[src/rtl/sa_psum_deskew.sv]
// sa_psum_deskew: re-aligns column-skewed psum outputs of the sa3x3 array into
// whole rows, buffers them in a small FIFO and presents them on valid/ready.
// Optional statistics counters are enabled by defining SA_DESKEW_STATS_EN.
module sa_psum_deskew #(
    parameter int unsigned N     = 3,
    parameter int unsigned DW    = 8,
    parameter int unsigned DEPTH = 4,
    parameter int unsigned ROWS  = 3
) (
    input  logic            clk,
    input  logic            rst_n,
    input  logic            clear,
    input  logic [N-1:0]    col_valid,
    input  logic [N*DW-1:0] psum_in,
    output logic            out_valid,
    input  logic            out_ready,
    output logic [N*DW-1:0] out_data,
    output logic            out_last,
    output logic            err_overflow,
    output logic            err_misalign
`ifdef SA_DESKEW_STATS_EN
    ,
    output logic [15:0]     rows_total,
    output logic [7:0]      drop_total
`endif
);

    localparam int unsigned PW = (DEPTH > 1) ? $clog2(DEPTH) : 1;
    localparam int unsigned CW = $clog2(DEPTH + 1);
    localparam int unsigned RW = (ROWS > 1) ? $clog2(ROWS) : 1;

    // aligned column valids and data
    logic [N-1:0]    av;
    logic [N*DW-1:0] ad;

    // per-column delay lines: column k is delayed by N-1-k stages
    for (genvar k = 0; k < N; k++) begin : g_col
        localparam int unsigned D = N - 1 - k;
        if (D == 0) begin : g_direct
            assign av[k]            = col_valid[k];
            assign ad[k*DW +: DW]   = psum_in[k*DW +: DW];
        end else begin : g_dly
            logic [DW-1:0] sd [D];
            logic [D-1:0]  sv;

            // shift data and valid one stage per clock
            always_ff @(posedge clk or negedge rst_n) begin
                if (!rst_n) begin
                    for (int i = 0; i < int'(D); i++) sd[i] <= '0;
                    sv <= '0;
                end else if (clear) begin
                    for (int i = 0; i < int'(D); i++) sd[i] <= '0;
                    sv <= '0;
                end else begin
                    sd[0] <= psum_in[k*DW +: DW];
                    sv[0] <= col_valid[k];
                    for (int i = 1; i < int'(D); i++) begin
                        sd[i] <= sd[i-1];
                        sv[i] <= sv[i-1];
                    end
                end
            end

            assign av[k]          = sv[D-1];
            assign ad[k*DW +: DW] = sd[D-1];
        end
    end

    // FIFO storage and control state
    logic [N*DW-1:0] mem_data [DEPTH];
    logic [DEPTH-1:0] mem_last;
    logic [PW-1:0]   wr_ptr;
    logic [PW-1:0]   rd_ptr;
    logic [CW-1:0]   count;
    logic [RW-1:0]   row_cnt;

    logic            all_v;
    logic            mis;
    logic            pop;
    logic            full;
    logic            do_wr;
    logic            ovf;
    logic            wr_last;
    logic [PW-1:0]   rd_ptr_n;
    logic [PW-1:0]   wr_ptr_n;
    logic [CW-1:0]   count_n;
    logic [N*DW-1:0] head_data;
    logic            head_last;

    // write/pop decisions and next head of the FIFO
    always_comb begin
        all_v     = &av;
        mis       = (|av) && !all_v;
        pop       = out_valid && out_ready;
        full      = (count == CW'(DEPTH));
        do_wr     = all_v && (!full || pop);
        ovf       = all_v && full && !pop;
        wr_last   = (row_cnt == RW'(ROWS - 1));
        rd_ptr_n  = pop   ? rd_ptr + PW'(1) : rd_ptr;
        wr_ptr_n  = do_wr ? wr_ptr + PW'(1) : wr_ptr;
        count_n   = count + CW'(do_wr) - CW'(pop);
        head_data = mem_data[rd_ptr_n];
        head_last = mem_last[rd_ptr_n];
        // entry being written this edge becomes the head when the FIFO drains to it
        if (do_wr && (rd_ptr_n == wr_ptr)) begin
            head_data = ad;
            head_last = wr_last;
        end
    end

    // FIFO, row counter, registered outputs and sticky flags
    always_ff @(posedge clk or negedge rst_n) begin
        if (!rst_n) begin
            for (int i = 0; i < int'(DEPTH); i++) mem_data[i] <= '0;
            mem_last     <= '0;
            wr_ptr       <= '0;
            rd_ptr       <= '0;
            count        <= '0;
            row_cnt      <= '0;
            out_valid    <= 1'b0;
            out_data     <= '0;
            out_last     <= 1'b0;
            err_overflow <= 1'b0;
            err_misalign <= 1'b0;
        end else if (clear) begin
            wr_ptr       <= '0;
            rd_ptr       <= '0;
            count        <= '0;
            row_cnt      <= '0;
            out_valid    <= 1'b0;
            out_data     <= '0;
            out_last     <= 1'b0;
            err_overflow <= 1'b0;
            err_misalign <= 1'b0;
        end else begin
            if (do_wr) begin
                mem_data[wr_ptr] <= ad;
                mem_last[wr_ptr] <= wr_last;
                row_cnt          <= wr_last ? '0 : row_cnt + RW'(1);
            end
            wr_ptr    <= wr_ptr_n;
            rd_ptr    <= rd_ptr_n;
            count     <= count_n;
            out_valid <= (count_n != '0);
            if (count_n != '0) begin
                out_data <= head_data;
                out_last <= head_last;
            end
            err_overflow <= err_overflow | ovf;
            err_misalign <= err_misalign | mis;
        end
    end

`ifdef SA_DESKEW_STATS_EN
    // written-row and dropped-row statistics
    always_ff @(posedge clk or negedge rst_n) begin
        if (!rst_n) begin
            rows_total <= '0;
            drop_total <= '0;
        end else if (clear) begin
            rows_total <= '0;
            drop_total <= '0;
        end else begin
            if (do_wr) rows_total <= rows_total + 16'(1);
            if ((ovf || mis) && (drop_total != 8'hFF)) drop_total <= drop_total + 8'(1);
        end
    end
`endif

endmodule

[config.mk]
export PLATFORM = sky130hd
export DESIGN_NAME = sa_psum_deskew
export DESIGN_NICKNAME = d
export VERILOG_FILES = /design/src/rtl/sa_psum_deskew.sv
export SDC_FILE = /design/constraint.sdc
export NUM_CORES = 1
export LEC_CHECK = 0
export ABC_AREA = 0
export CORE_UTILIZATION = 30
export CTS_BUF_LIST = sky130_fd_sc_hd__clkbuf_8
export CTS_CLUSTER_SIZE = 30
export DETAILED_ROUTE_END_ITERATION = 10
export PLACE_DENSITY_LB_ADDON = 0.08
export SLEW_MARGIN = 0
export SYNTH_ARGS = -nofsm -noshare
export SYNTH_HDL_FRONTEND = slang
export SYNTH_SLANG_ARGS = --single-unit
[constraint.sdc]
create_clock -name clk -period 3.4 [get_ports clk]
set_input_delay 0.34 -clock clk [delete_from_list [all_inputs] [get_ports clk]]
set_output_delay 0.34 -clock clk [all_outputs]
set_load 0.01 [all_outputs]
== Word-level counts from Yosys, hierarchy flattened ==
Cells that the tools add are included.
Widths: inputs -> output; s select.

* Multiply operators: 0
* Add/sub/neg operators: 5
* Multiplexer cells: 32
* Bitwise logic cells: 5
* Shifts and indexed selects: 0
* Reductions and logical operators: 18
* Equality and inequality tests: 3
* Divide/modulo/power cells: 0
* Magnitude comparators: 6

{| class="wikitable"
|+ Operators by type and width
! kind !! count
|-
| $mux 24 || 6
|-
| $bwmux 96 || 1
|-
| $bmux 24 s2 || 1
|-
| $demux 24 s2 || 1
|-
| $mux 16 || 1
|-
| $mux 2 || 8
|-
| $mux 1 || 9
|-
| $logic_and 1x1->1 || 8
|-
| $mux 8 || 1
|-
| $add 2x1->2 const B || 3
|-
| $ge 3x3->1 const B || 2
|-
| $lt 2x3->1 const B || 2
|-
| $not 2->3 || 2
|-
| $bwmux 4 || 1
|-
| $reduce_bool 2->1 || 2
|-
| $add 3x1->3 || 1
|-
| $eq 3x3->1 const B || 1
|-
| $logic_not 1->1 || 3
|-
| $lt 3x1->1 const B || 1
|-
| $mux 3 || 1
|-
| $reduce_and 3->1 || 1
|-
| $reduce_bool 3->1 || 1
|-
| $reduce_or 3->1 || 1
|-
| $sub 3x1->3 || 1
|-
| other kinds (9) || 10
|}

* Memory bits (writable): 0
* Memory bits (read-only): 0
* Word-level logic and storage cells: 88
* Latch bits: 0
* Memories kept: 0
* Input bits: 31
* Output and inout bits: 28
* Bits in registers: 164

== Depth between registers and ports, before layout ==
Gate-level depths: netlist (run 1).

* Depth after elaboration: 9
* Mapped depth: 13
* Depth with buffers taken out: 12

== Worst setup path after synthesis (run 1) ==
OpenSTA, ideal clock, no wires.

* Kind: reg-to-reg
* From: register out_valid
* To: register out_data[17]
* Setup slack: 0.297 ns
* Data required time: 3.274 ns
* Period minus slack after synthesis: 3.103 ns
* Stages on the path, launching flop included: 14
* Arrival: 2.977 ns
* Library setup time: 0.126 ns
* Buffers on the path: 1
* Path through: dfrtp_1 > nand2_2 > a21oi_2 > inv_2 > ha_1 > inv_1 > ha_1 > fa_1 > xor3_1 > nand2_1 > nand2b_1 > clkbuf_1 > nor4_1 > a221o_1

* Cells in the longest elaborated chain, start to end: 9
* Elaborated cells on any way between the ends: 17
* Those cells by class: add/sub (2); eq/ne (1); mux (7); bitwise (1); reduce/logical (6)

{| class="wikitable"
|+ Ends and longest elaborated chain
! what !! line !! text
|-
| from (decl) || 15 || <nowiki>output logic out_valid,</nowiki>
|-
| from (signal assigned) || 144 || <nowiki>out_valid <= (count_n != '0);</nowiki>
|-
| $logic_and 1x1->1 * || 94 || <nowiki>pop = out_valid && out_ready;</nowiki>
|-
| branches (longest 8 deep; another with $add 3x1->3) || n/a ||
|-
| to (signal assigned) || 146 || <nowiki>out_data <= head_data;</nowiki>
|-
| to (decl) || 17 || <nowiki>output logic [N*DW-1:0] out_data,</nowiki>
|}

Every way passes the cells marked *. The select of a mux whose other input is x is not followed.
A chain may end at the register's enable or synchronous reset.

== Worst setup path after layout (run 1) ==
* From: register count[2]
* To: register out_data[20]

* Cells in the longest elaborated chain, start to end: 8
* Elaborated cells on any way between the ends: 12
* Those cells by class: add/sub (2); eq/ne (1); mux (3); reduce/logical (6)

{| class="wikitable"
|+ Ends and longest elaborated chain
! what !! line !! text
|-
| from (decl) || 74 || <nowiki>logic [CW-1:0] count;</nowiki>
|-
| from (signal assigned) || 143 || <nowiki>count <= count_n;</nowiki>
|-
| $eq 3x3->1 || 95 || <nowiki>full = (count == CW'(DEPTH));</nowiki>
|-
| $logic_not 1->1 || 96 || <nowiki>do_wr = all_v && (!full || pop);</nowiki>
|-
| $logic_or 1x1->1 || 96 ||
|-
| $logic_and 1x1->1 || 96 ||
|-
| $add 3x1->3 / $logic_and 1x1->1 (equally long branches) || 101, 105 ||
|-
| $sub 3x1->3 / $mux 24 (equally long branches) || 101, 105 ||
|-
| $reduce_bool 3->1 / $mux 24 (equally long branches) || 145 || <nowiki>if (count_n != '0) begin</nowiki>
|-
| $reduce_bool 2->1 (no line) / $mux 24 (equally long branches) || n/a ||
|}

Several ways; a longest one is shown, not always the timed one. The select of a mux whose other input is x is not followed.

==> impl_metrics.tcl, run 1 <==
set metrics [dict create \
    clkSinkCount 164 \
    grt_pass1_wl_um 33800 \
    dp_slack_ns -0.0135 \
    avgViaCountPerCell 5.37 \
    firstDrtPassIters 5 \
    worst_setup_path_end_kind "register" \
    fin_crit_ns 3.20 \
    grt-ovfl-total 0 \
    worst_slack_ns 0.201 \
    synth-edff-count 0 \
    synth_top_cell_area_share_pct 52.6 \
    vdd_drop_max_mv 0.303 \
    drc 0 \
    cts_hold_repair.buffers 1 \
    area_growth_pct 18.9 \
    clk_pin_slew_worst_paths_ns 0.10 \
    synthDistinctLibCells 38 \
    hold-path-cell-count 2 \
    synth_seq_area_share_pct 52.6 \
    antenna_found_initial 0 \
    cp.required_ns 3.80 \
    p_comb_share_pct 28.1 \
    max_stage_delay_ns 0.39 \
    clock_latency_ns 0.46 \
    grt_setup_unrepaired "false" \
    avgSynthCellArea_um2 12.2 \
    min-delay-path-class "primary input to register" \
    gp_congestion 0.749 \
    setup_violations 0 \
    power.switching_mw 1.74 \
    yosys_warnings 0 \
    io_pins 59 \
    fp.dieW_um 163 \
    grt_pass1_vias 5971 \
    numPortBuffers 58 \
    place_hpwl_um 12300 \
    ff2ff_path_depth 14 \
    num_rows 58 \
    wl_um 21500 \
    synth.area.top_cells "dfrtp_1 53%, mux2_2 18%, o21ai_0 3.3%, a221o_1 3.2%, nor4bb_1 2.8%" \
    num_vias 5573 \
    power_leakage_nw 4.14 \
    antenna_cells 0 \
    drtIter0Drc 327 \
    htree_levels 4 \
    final_common_cell "dfrtp_1" \
    intPower_mw 3.61 \
    seq_power_share_pct 42.6 \
    die_area_um2 26600 \
    layout_common_cells "163 x dfrtp_1, 122 x mux2_2, 56 x clkdlybuf4s50_1" \
    ant_nets 0 \
    max_freq_mhz 313 \
    clockPowerShare_pct 29.3 \
    synth_flop_cell "dfrtp_1" \
    start_util_pct 30.8 \
    cts_buffers 17 \
    ys_ff_latch 164 \
    path_max_fanout 16 \
    cts_tree "built" \
    cp-start-kind "register" \
    grt_usage_pct 17.0 \
    cts_root_buf "clkbuf_8" \
    worstMarginPinSlew_ns 0.771 \
    cts_resized 0 \
    async_reset_ff_share_pct 100 \
    path_cells "nor3b_1 > buf_4 > a21oi_2 > inv_2 > ha_1 > inv_1 > ha_1 > fa_1 > xor3_1 > nand2_1 > nand2b_1 > buf_4 > nor4bb_1 > a221o_1" \
    powerDensity_nw_per_um2 577 \
    drive_gt1_share_pct 28.0 \
    core_area_um2 25300 \
    timing_worst_setup_path_type "register to register" \
    final_util_pct 36.6 \
    cap_violations 0 \
    status "completed" \
    wl_per_cell_um 20.8 \
    clock_skew_ns 0.0138 \
    power_mw 5.35 \
    synth_fp_nets 677 \
    clk_path_buf_depth 2 \
    die_h_um 163 \
    nNetsFinal 732 \
    switching_share_pct 32.5 \
    synth.cell_area_um2 7800 \
    drv_slew 0 \
    cpMaxStageDelayCell "dfrtp_1" \
    crit_arrival_ns 3.59 \
    max_slew_margin_pct 48.6 \
    yosysTopAreaCell "dfrtp_1" \
    min_period_over_period_pct 94.1 \
    post_cts_buffers 0 \
    hold_violations 0 \
    grt_start_max_net_pins 79 \
    syn_inst 639 \
]
## final cells by class
type	instances	area, um^2
clock inverter	14	184
inverter	10	37.5
timing repair buffer	87	847
sequential	164	4110
tap	330	413
clock buffer	18	248
multi-input combinational	414	3440
fill	2466	16100
## registers in the layout, summed over array words and instances (netlist names)
signal / count
mem_data: 96
out_data: 24
g_col.g_dly.sd: 16
ad: 8
mem_last: 4
count: 3
g_col.g_dly.sv: 3
rd_ptr: 2
row_cnt: 2
wr_ptr: 2
err_misalign: 1
err_overflow: 1
out_last: 1
out_valid: 1
## cell families after synthesis
logic type	share of synthesized area, %
and+or+nand+nor	11.9
adders and majority gates	1.22
DFF	52.6
xor gates and xnor gates	0.866
AOI/OAI and AO/OA	12.4
buffers and inverters	3.34
muxes	17.6
## power groups by stage
stage / Sequential [mW] / Combinational (mW) / Clock (mW)
after detailed placement: 2.32 / 1.51 / 0
after floorplan: 2.28 / 0.837 / 0
final: 2.28 / 1.50 / 1.57
after global routing: 2.30 / 1.63 / 1.70
after CTS: 2.28 / 1.52 / 1.63
after global placement: 2.32 / 1.48 / 0
## critical path, delay by kind of cell, from the launching register on
family,cells,cell delay (ns)
AO/OA/AOI/OAI,2,0.32
buffers and inverters,4,0.47
AND/OR/NAND/NOR,4,0.73
adder cells (fa/ha/maj),3,0.85
XOR/XNOR,1,0.37
flip-flops,1,0.39
## metrics by stage
stage	area, um^2	hold slack [ns]	setup TNS [ns]	instances
global placement	8830	0.440	0	1004
floorplan	7800	0.0444	0	639
detailed placement	8830	0.442	-0.0392	1004
CTS	9270	0.388	0	1037
finish	9270	0.415	0	1037
global route	9270	0.400	0	1037
## synth_stat cells (all sizes together), types with 2 or more instances
library cell  instances
nor2                 13
nand2                14
o21ai                52
nand2b                2
inv                  10
mux2                122
o221ai               25
o22ai                24
ha                    6
buf                  16
and4bb                2
nand3b                2
clkbuf               35
nor3b                26
xnor2                 4
nor4bb               22
a21oi                 7
nor3                 25
a221o                25
nand4b                2
nand3                 2
nor2b                29
dfrtp               164
## final timing paths
| check | end | slack (ns) | from |
|---|---|---|---|
| min in group asynchronous | err_misalign$_DFF_PN0_ | 0.50 | rst_n |
| worst max register to register | out_data[20]$_DFFE_PN0P_ | 0.20 | count[2]$_DFF_PN0_ |
| max in group asynchronous | mem_data[19]$_DFFE_PN0P_ | 2.01 | rst_n |
| worst min register to register | ad[5]$_DFF_PN0_ | 0.47 | g_col[0].g_dly.sd[13]$_DFF_PN0_ |
| worst min-delay path | g_col[1].g_dly.sd[0]$_DFF_PN0_ | 0.41 | psum_in[8] |
| worst max-delay path | out_data[20]$_DFFE_PN0P_ | 0.20 | count[2]$_DFF_PN0_ |
## layer usage
metal  GRT usage (%)  up-vias  wire (um)  part of all wire, %
met3            2.87       37        980                  4.5
met1            20.6     2853       9180                   43
met5               0        -          0                    0
li1                -     2504          -                    -
met2            29.6      179      10900                   51
met4            7.18        0        450                  2.1
No activity file was read; power rests on OpenSTA's default activity.
==> inputs of run 2 (changes only) <==
--- a/config.mk
+++ b/config.mk
@@ -11,6 +11,7 @@
 export CTS_CLUSTER_SIZE = 30
 export DETAILED_ROUTE_END_ITERATION = 10
 export PLACE_DENSITY_LB_ADDON = 0.08
+export SETUP_SLACK_MARGIN = 0.15
 export SLEW_MARGIN = 0
 export SYNTH_ARGS = -nofsm -noshare
 export SYNTH_HDL_FRONTEND = slang
==> constraint.sdc (replaced) <==
create_clock -name clk -period 3.4 [get_ports clk]
set_input_delay 0.68 -clock clk [delete_from_list [all_inputs] [get_ports clk]]
set_output_delay 0.68 -clock clk [all_outputs]
set_load 0.01 [all_outputs]
==> run 2 against run 1 <==
Hold slack worse by 0.13 ns. Flip-flop and latch count stayed put. Combinational power is 15% higher. Register-to-register slack better by 0.25 ns. Final area is 1.3% higher. Critical path depth stayed put. Sequential power hardly changed. Worst setup slack better by 0.048 ns. Via count is 0.61% lower. Critical endpoint is now out_data[8]$_DFFE_PN0P_. Highest routed layer unchanged.
==> impl_metrics.tcl, run 2 (synthesized netlist as in run 1, its figures left out) <==
set metrics [dict create \
    status "completed" \
    setup_violations 0 \
    wl_per_cell_um 20.6 \
    dp_slack_ns -0.383 \
    io_pins 59 \
    regArea_um2 4110 \
    num_rows 58 \
    worst_slack_ns 0.249 \
    drv_slew 0 \
    gp_congestion 0.719 \
    start_util_pct 30.8 \
    max_slew_margin_pct 36.1 \
    cp-start-kind "primary input" \
    clk_pin_slew_worst_paths_ns 0.09 \
    antenna_found_initial 0 \
    cp.required_ns 3.79 \
    clk_path_buf_depth 2 \
    timing.rr.end "out_data[0]$_DFFE_PN0P_" \
    place_area_um2 8900 \
    vdd_drop_max_mv 0.346 \
    clock_latency_ns 0.45 \
    cts_buffers 17 \
    cts_tree "built" \
    fin_crit_ns 3.15 \
    grt_start_max_net_pins 103 \
    grt-ovfl-total 0 \
    max_freq_mhz 317 \
    grt_pass1_wl_um 33600 \
    drtIter0Drc 352 \
    power_leakage_nw 4.19 \
    grt_setup_unrepaired "true" \
    registers.top_by_ff_count "mem_data" \
    path_max_fanout 13 \
    hold_violations 0 \
    numPortBuffers 58 \
    clock_skew_ns 0.0166 \
    fillers 2412 \
    die_area_um2 26600 \
    worstMarginPinSlew_ns 0.959 \
    largest_reg_flops 96 \
    powerDensity_nw_per_um2 580 \
    final_common_cell "dfrtp_1" \
    worst_setup_path_end_kind "register" \
    ff2ff_path_depth 13 \
    min_period_over_period_pct 92.7 \
    area_growth_pct 20.4 \
    antenna_cells 0 \
    ant_nets 0 \
    fp.dieW_um 163 \
    clkSinkCount 164 \
    place_hpwl_um 12100 \
    reg_top3 "mem_data x96, out_data x24, g_col.g_dly.sd x16" \
    postLayoutCellArea_um2 9390 \
    min-delay-path-class "primary input to async pin" \
    timing_worst_setup_path_type "primary input to register" \
    drc 0 \
    final_util_pct 37.1 \
    htree_levels 4 \
    grt_usage_pct 16.8 \
    grt_pass1_vias 5888 \
    cts_root_buf "clkbuf_8" \
    fin_setup_tns_ns 0 \
    cap_violations 0 \
    nNetsFinal 736 \
    multi_input_area_um2 3480 \
    crit_arrival_ns 3.54 \
    firstDrtPassIters 4 \
    whs_ns 0.287 \
    layout_common_cells "163 x dfrtp_1, 122 x mux2_2, 56 x clkdlybuf4s50_1" \
    core_area_um2 25300 \
    r2r-start "count[1]$_DFF_PN0_" \
    num_vias 5539 \
    wl_um 21500 \
    ff2ff_setup_slack_ns 0.45 \
    cts_hold_repair.buffers 0 \
    drive_gt1_share_pct 29.5 \
    die_h_um 163 \
    avgViaCountPerCell 5.32 \
]
## run 2: cell types whose count changed in the layout (fill, tap and decap cells not counted), moves of 2 or more
cell,previous run,this run
buf_12,4,8
bufinv_16,4,2
clkinv_2,5,3
inv_6,2,6
nor4bb_1,22,18
nor4bb_2,0,4
## run 2: critical path: stages
cell	delay (ns)
clkdlybuf4s50_1	0.47
nand3_1	0.11
a21oi_2	0.15
inv_2	0.05
ha_1	0.27
inv_1	0.04
ha_1	0.18
fa_1	0.37
xor3_1	0.22
nand2_2	0.13
nand2b_4	0.08
bufbuf_16	0.30
nor4bb_1	0.31
a221o_1	0.15
## run 2: what timing repair did
item / 4_1_cts / 5_1_grt
cloned: 1 / 0
endpoints found under the setup margin: 4 / 6
pin swaps: 2 / 0
gates resized for setup: 4 / 2
buffers inserted: 2 / 0
## run 2: worst max path at each step
stage | start | endpoint | slack [ns] | cells past startpoint
2_1_floorplan | col_valid[2] | out_data[17]$_DFFE_PN0P_ | 0.16 | 13
3_3_place_gp | col_valid[2] | out_data[2]$_DFFE_PN0P_ | -0.33 | 14
3_5_place_dp | col_valid[2] | out_data[0]$_DFFE_PN0P_ | -0.38 | 14
4_1_cts | col_valid[2] | out_data[13]$_DFFE_PN0P_ | 0.31 | 14
5_1_grt | col_valid[2] | out_data[15]$_DFFE_PN0P_ | 0.12 | 14
6_report | col_valid[2] | out_data[8]$_DFFE_PN0P_ | 0.25 | 14
## run 2: per-stage QoR
step                      power [mW]  instances
after global placement          3.85       1006
after detailed placement        3.88       1006
final                           5.45       1041
after global routing            5.75       1041
after CTS                       5.52       1041
after floorplan                 3.13        639
## run 2: final cells by class
cell class,instances,area share [%]
tap,330,4.40
clock inverter,13,1.55
clock buffer,19,2.79
multi-input combinational,414,37.0
sequential,164,43.7
timing repair buffer,91,10.1
inverter,10,0.400
## run 2: routing by layer
metal | global-route usage [%] | vias to the layer above | part of all wire [%]
met4 | 5.40 | 0 | 0.83
met3 | 3.38 | 13 | 2.7
met5 | 0 | - | 0
li1 | - | 2510 | -
met2 | 29.1 | 115 | 51
met1 | 20.9 | 2901 | 46
## run 2: power breakdown
group          total [mW]  leakage (nW)  internal [mW]  switching, mW
clock network        1.48         0.212          0.706          0.772
logic                1.72          1.73          0.821          0.902
registers            2.25          2.25           2.11          0.138
==> inputs of run 3 (changes only) <==
--- a/config.mk
+++ b/config.mk
@@ -6,6 +6,8 @@
 export NUM_CORES = 1
 export LEC_CHECK = 0
 export ABC_AREA = 0
+export CELL_PAD_IN_SITES_DETAIL_PLACEMENT = 1
+export CELL_PAD_IN_SITES_GLOBAL_PLACEMENT = 1
 export CORE_UTILIZATION = 30
 export CTS_BUF_LIST = sky130_fd_sc_hd__clkbuf_8
 export CTS_CLUSTER_SIZE = 30
==> run 3 against run 2 <==
Via count grew 1.4%. Clock skew is essentially flat. Combinational power is essentially flat. Flip-flop and latch count is the same. Sequential power is essentially flat. Register-to-register slack lost 0.04 ns. Final cell count shrank 0.19%. Critical path type unchanged. Largest cell class unchanged. Largest power group unchanged.
==> impl_metrics.tcl, run 3 (synthesized netlist as in run 1, its figures left out) <==
set metrics [dict create \
    place_hpwl_um 13300 \
    dr_wl_met3_um 716 \
    layout_common_cells "162 x dfrtp_1, 122 x mux2_2, 56 x clkdlybuf4s50_1" \
    cts_buffers 17 \
    numPortBuffers 58 \
    cap_violations 0 \
    drive_gt1_share_pct 30.6 \
    wl_per_cell_um 21.9 \
    cts_hold_repair.buffers 0 \
    clock_skew_ns 0.0169 \
    min-delay-path-class "primary input to async pin" \
    fp.dieW_um 163 \
    routed-wl-met2_um 11500 \
    post_cts_buffers 0 \
    status "completed" \
    power_mw 5.43 \
    vdd_drop_max_mv 0.264 \
    antenna_found_initial 0 \
    crit_arrival_ns 3.42 \
    grt_start_max_net_pins 103 \
    top_layer "met4" \
    antenna_cells 0 \
    clk_path_buf_depth 2 \
    cts_tree "built" \
    postLayoutCellArea_um2 9410 \
    ff2ff_path_depth 14 \
    core_area_um2 25300 \
    worstMarginPinSlew_ns 0.974 \
    htree_levels 4 \
    cp-start-kind "primary input" \
    clkSinkCount 164 \
    max_slew_margin_pct 35.1 \
    place_area_um2 8870 \
    worst_slack_ns 0.306 \
    max_freq_mhz 323 \
    drc 0 \
    fin_setup_tns_ns 0 \
    wl_um 22700 \
    ant_nets 0 \
    drtIter0Drc 293 \
    grt_pass1_vias 6307 \
    path_max_fanout 6 \
    clock_latency_ns 0.46 \
    setup_violations 0 \
    grt_setup_unrepaired "false" \
    drv_slew 0 \
    num_vias 5617 \
    gp_congestion 0.727 \
    firstDrtPassIters 5 \
    final_cell_count_no_fill 1039 \
    registers.top_by_ff_count "mem_data" \
    io_pins 59 \
    fillers 2658 \
    reg_top3 "mem_data x96, out_data x24, g_col.g_dly.sd x16" \
    worst_setup_path_end_kind "register" \
    power_leakage_nw 4.15 \
    clk_pin_slew_worst_paths_ns 0.10 \
    dp_slack_ns -0.337 \
    area_growth_pct 20.6 \
    fin_crit_ns 3.09 \
    num_rows 58 \
    grt-ovfl-total 0 \
    largest_reg_flops 96 \
    grt_pass1_wl_um 36100 \
    min_period_over_period_pct 91.0 \
    avgViaCountPerCell 5.41 \
    dp.cells 1006 \
    hold_violations 0 \
    die_h_um 163 \
    nNetsFinal 734 \
    cp.required_ns 3.73 \
    drt-met1-wl_um 10200 \
    powerDensity_nw_per_um2 578 \
    start_util_pct 30.8 \
    timing_worst_setup_path_type "primary input to register" \
    final_common_cell "dfrtp_1" \
    cts_root_buf "clkbuf_8" \
    die_area_um2 26600 \
    grt_usage_pct 18.1 \
]
## run 3: per-layer routing
| layer | GRT usage, % | up-vias |
|---|---|---|
| li1 | - | 2515 |
| met1 | 22.4 | 2967 |
| met2 | 31.6 | 108 |
| met3 | 3.12 | 27 |
| met4 | 6.03 | 0 |
| met5 | 0 | - |
## run 3: final timing paths
| check | startpoint | endpoint | slack [ns] |
|---|---|---|---|
| max in group asynchronous | rst_n | mem_data[15]$_DFFE_PN0P_ | 2.43 |
| max reg2reg | count[2]$_DFF_PN0_ | out_data[0]$_DFFE_PN0P_ | 0.41 |
| max | col_valid[2] | out_data[0]$_DFFE_PN0P_ | 0.31 |
| min | rst_n | mem_data[65]$_DFFE_PN0P_ | 0.19 |
| min in group clk | g_col[0].g_dly.sd[15]$_DFF_PN0_ | ad[7]$_DFF_PN0_ | 0.47 |
| min reg2reg | g_col[0].g_dly.sd[15]$_DFF_PN0_ | ad[7]$_DFF_PN0_ | 0.47 |
## run 3: layout make-up
class	instances	area (um^2)	share of cell area [%]
Timing Repair Buffer	89	893	9.50
Clock buffer	19	262	2.78
Inverter	10	37.5	0.399
Tap cell	330	413	4.39
Clock inverter	13	146	1.56
Sequential cell	164	4110	43.7
Multi-Input combinational cell	414	3550	37.7
## run 3: metrics by stage
step / utilization (%) / hold slack [ns]
after floorplan: - / 0.384
after global placement: 35.0 / 0.447
after detailed placement: 35.0 / 0.450
after CTS: 36.6 / 0.186
after global routing: 37.1 / 0.215
final: 37.1 / 0.192
## run 3: power by group
part           total [mW]  switching [mW]  internal, mW
Sequential           2.25           0.141          2.11
Clock                1.49           0.788         0.703
Combinational        1.69           0.918         0.773
Total                5.43            1.85          3.59
## run 3: critical path, cell delays in order
cell	delay [ns]
clkdlybuf4s50_1	0.47
nand3_1	0.10
a21oi_2	0.16
inv_2	0.05
ha_1	0.26
inv_1	0.04
ha_1	0.18
fa_1	0.45
nor2_1	0.16
nand2_2	0.11
nand2b_4	0.12
buf_6	0.14
and4bb_2	0.23
a221o_1	0.26
## run 3: repair_timing
action                                 CTS  global route
setup endpoints to repair                0            24
endpoints found under the hold margin    0             0
gates resized for setup                  0            20
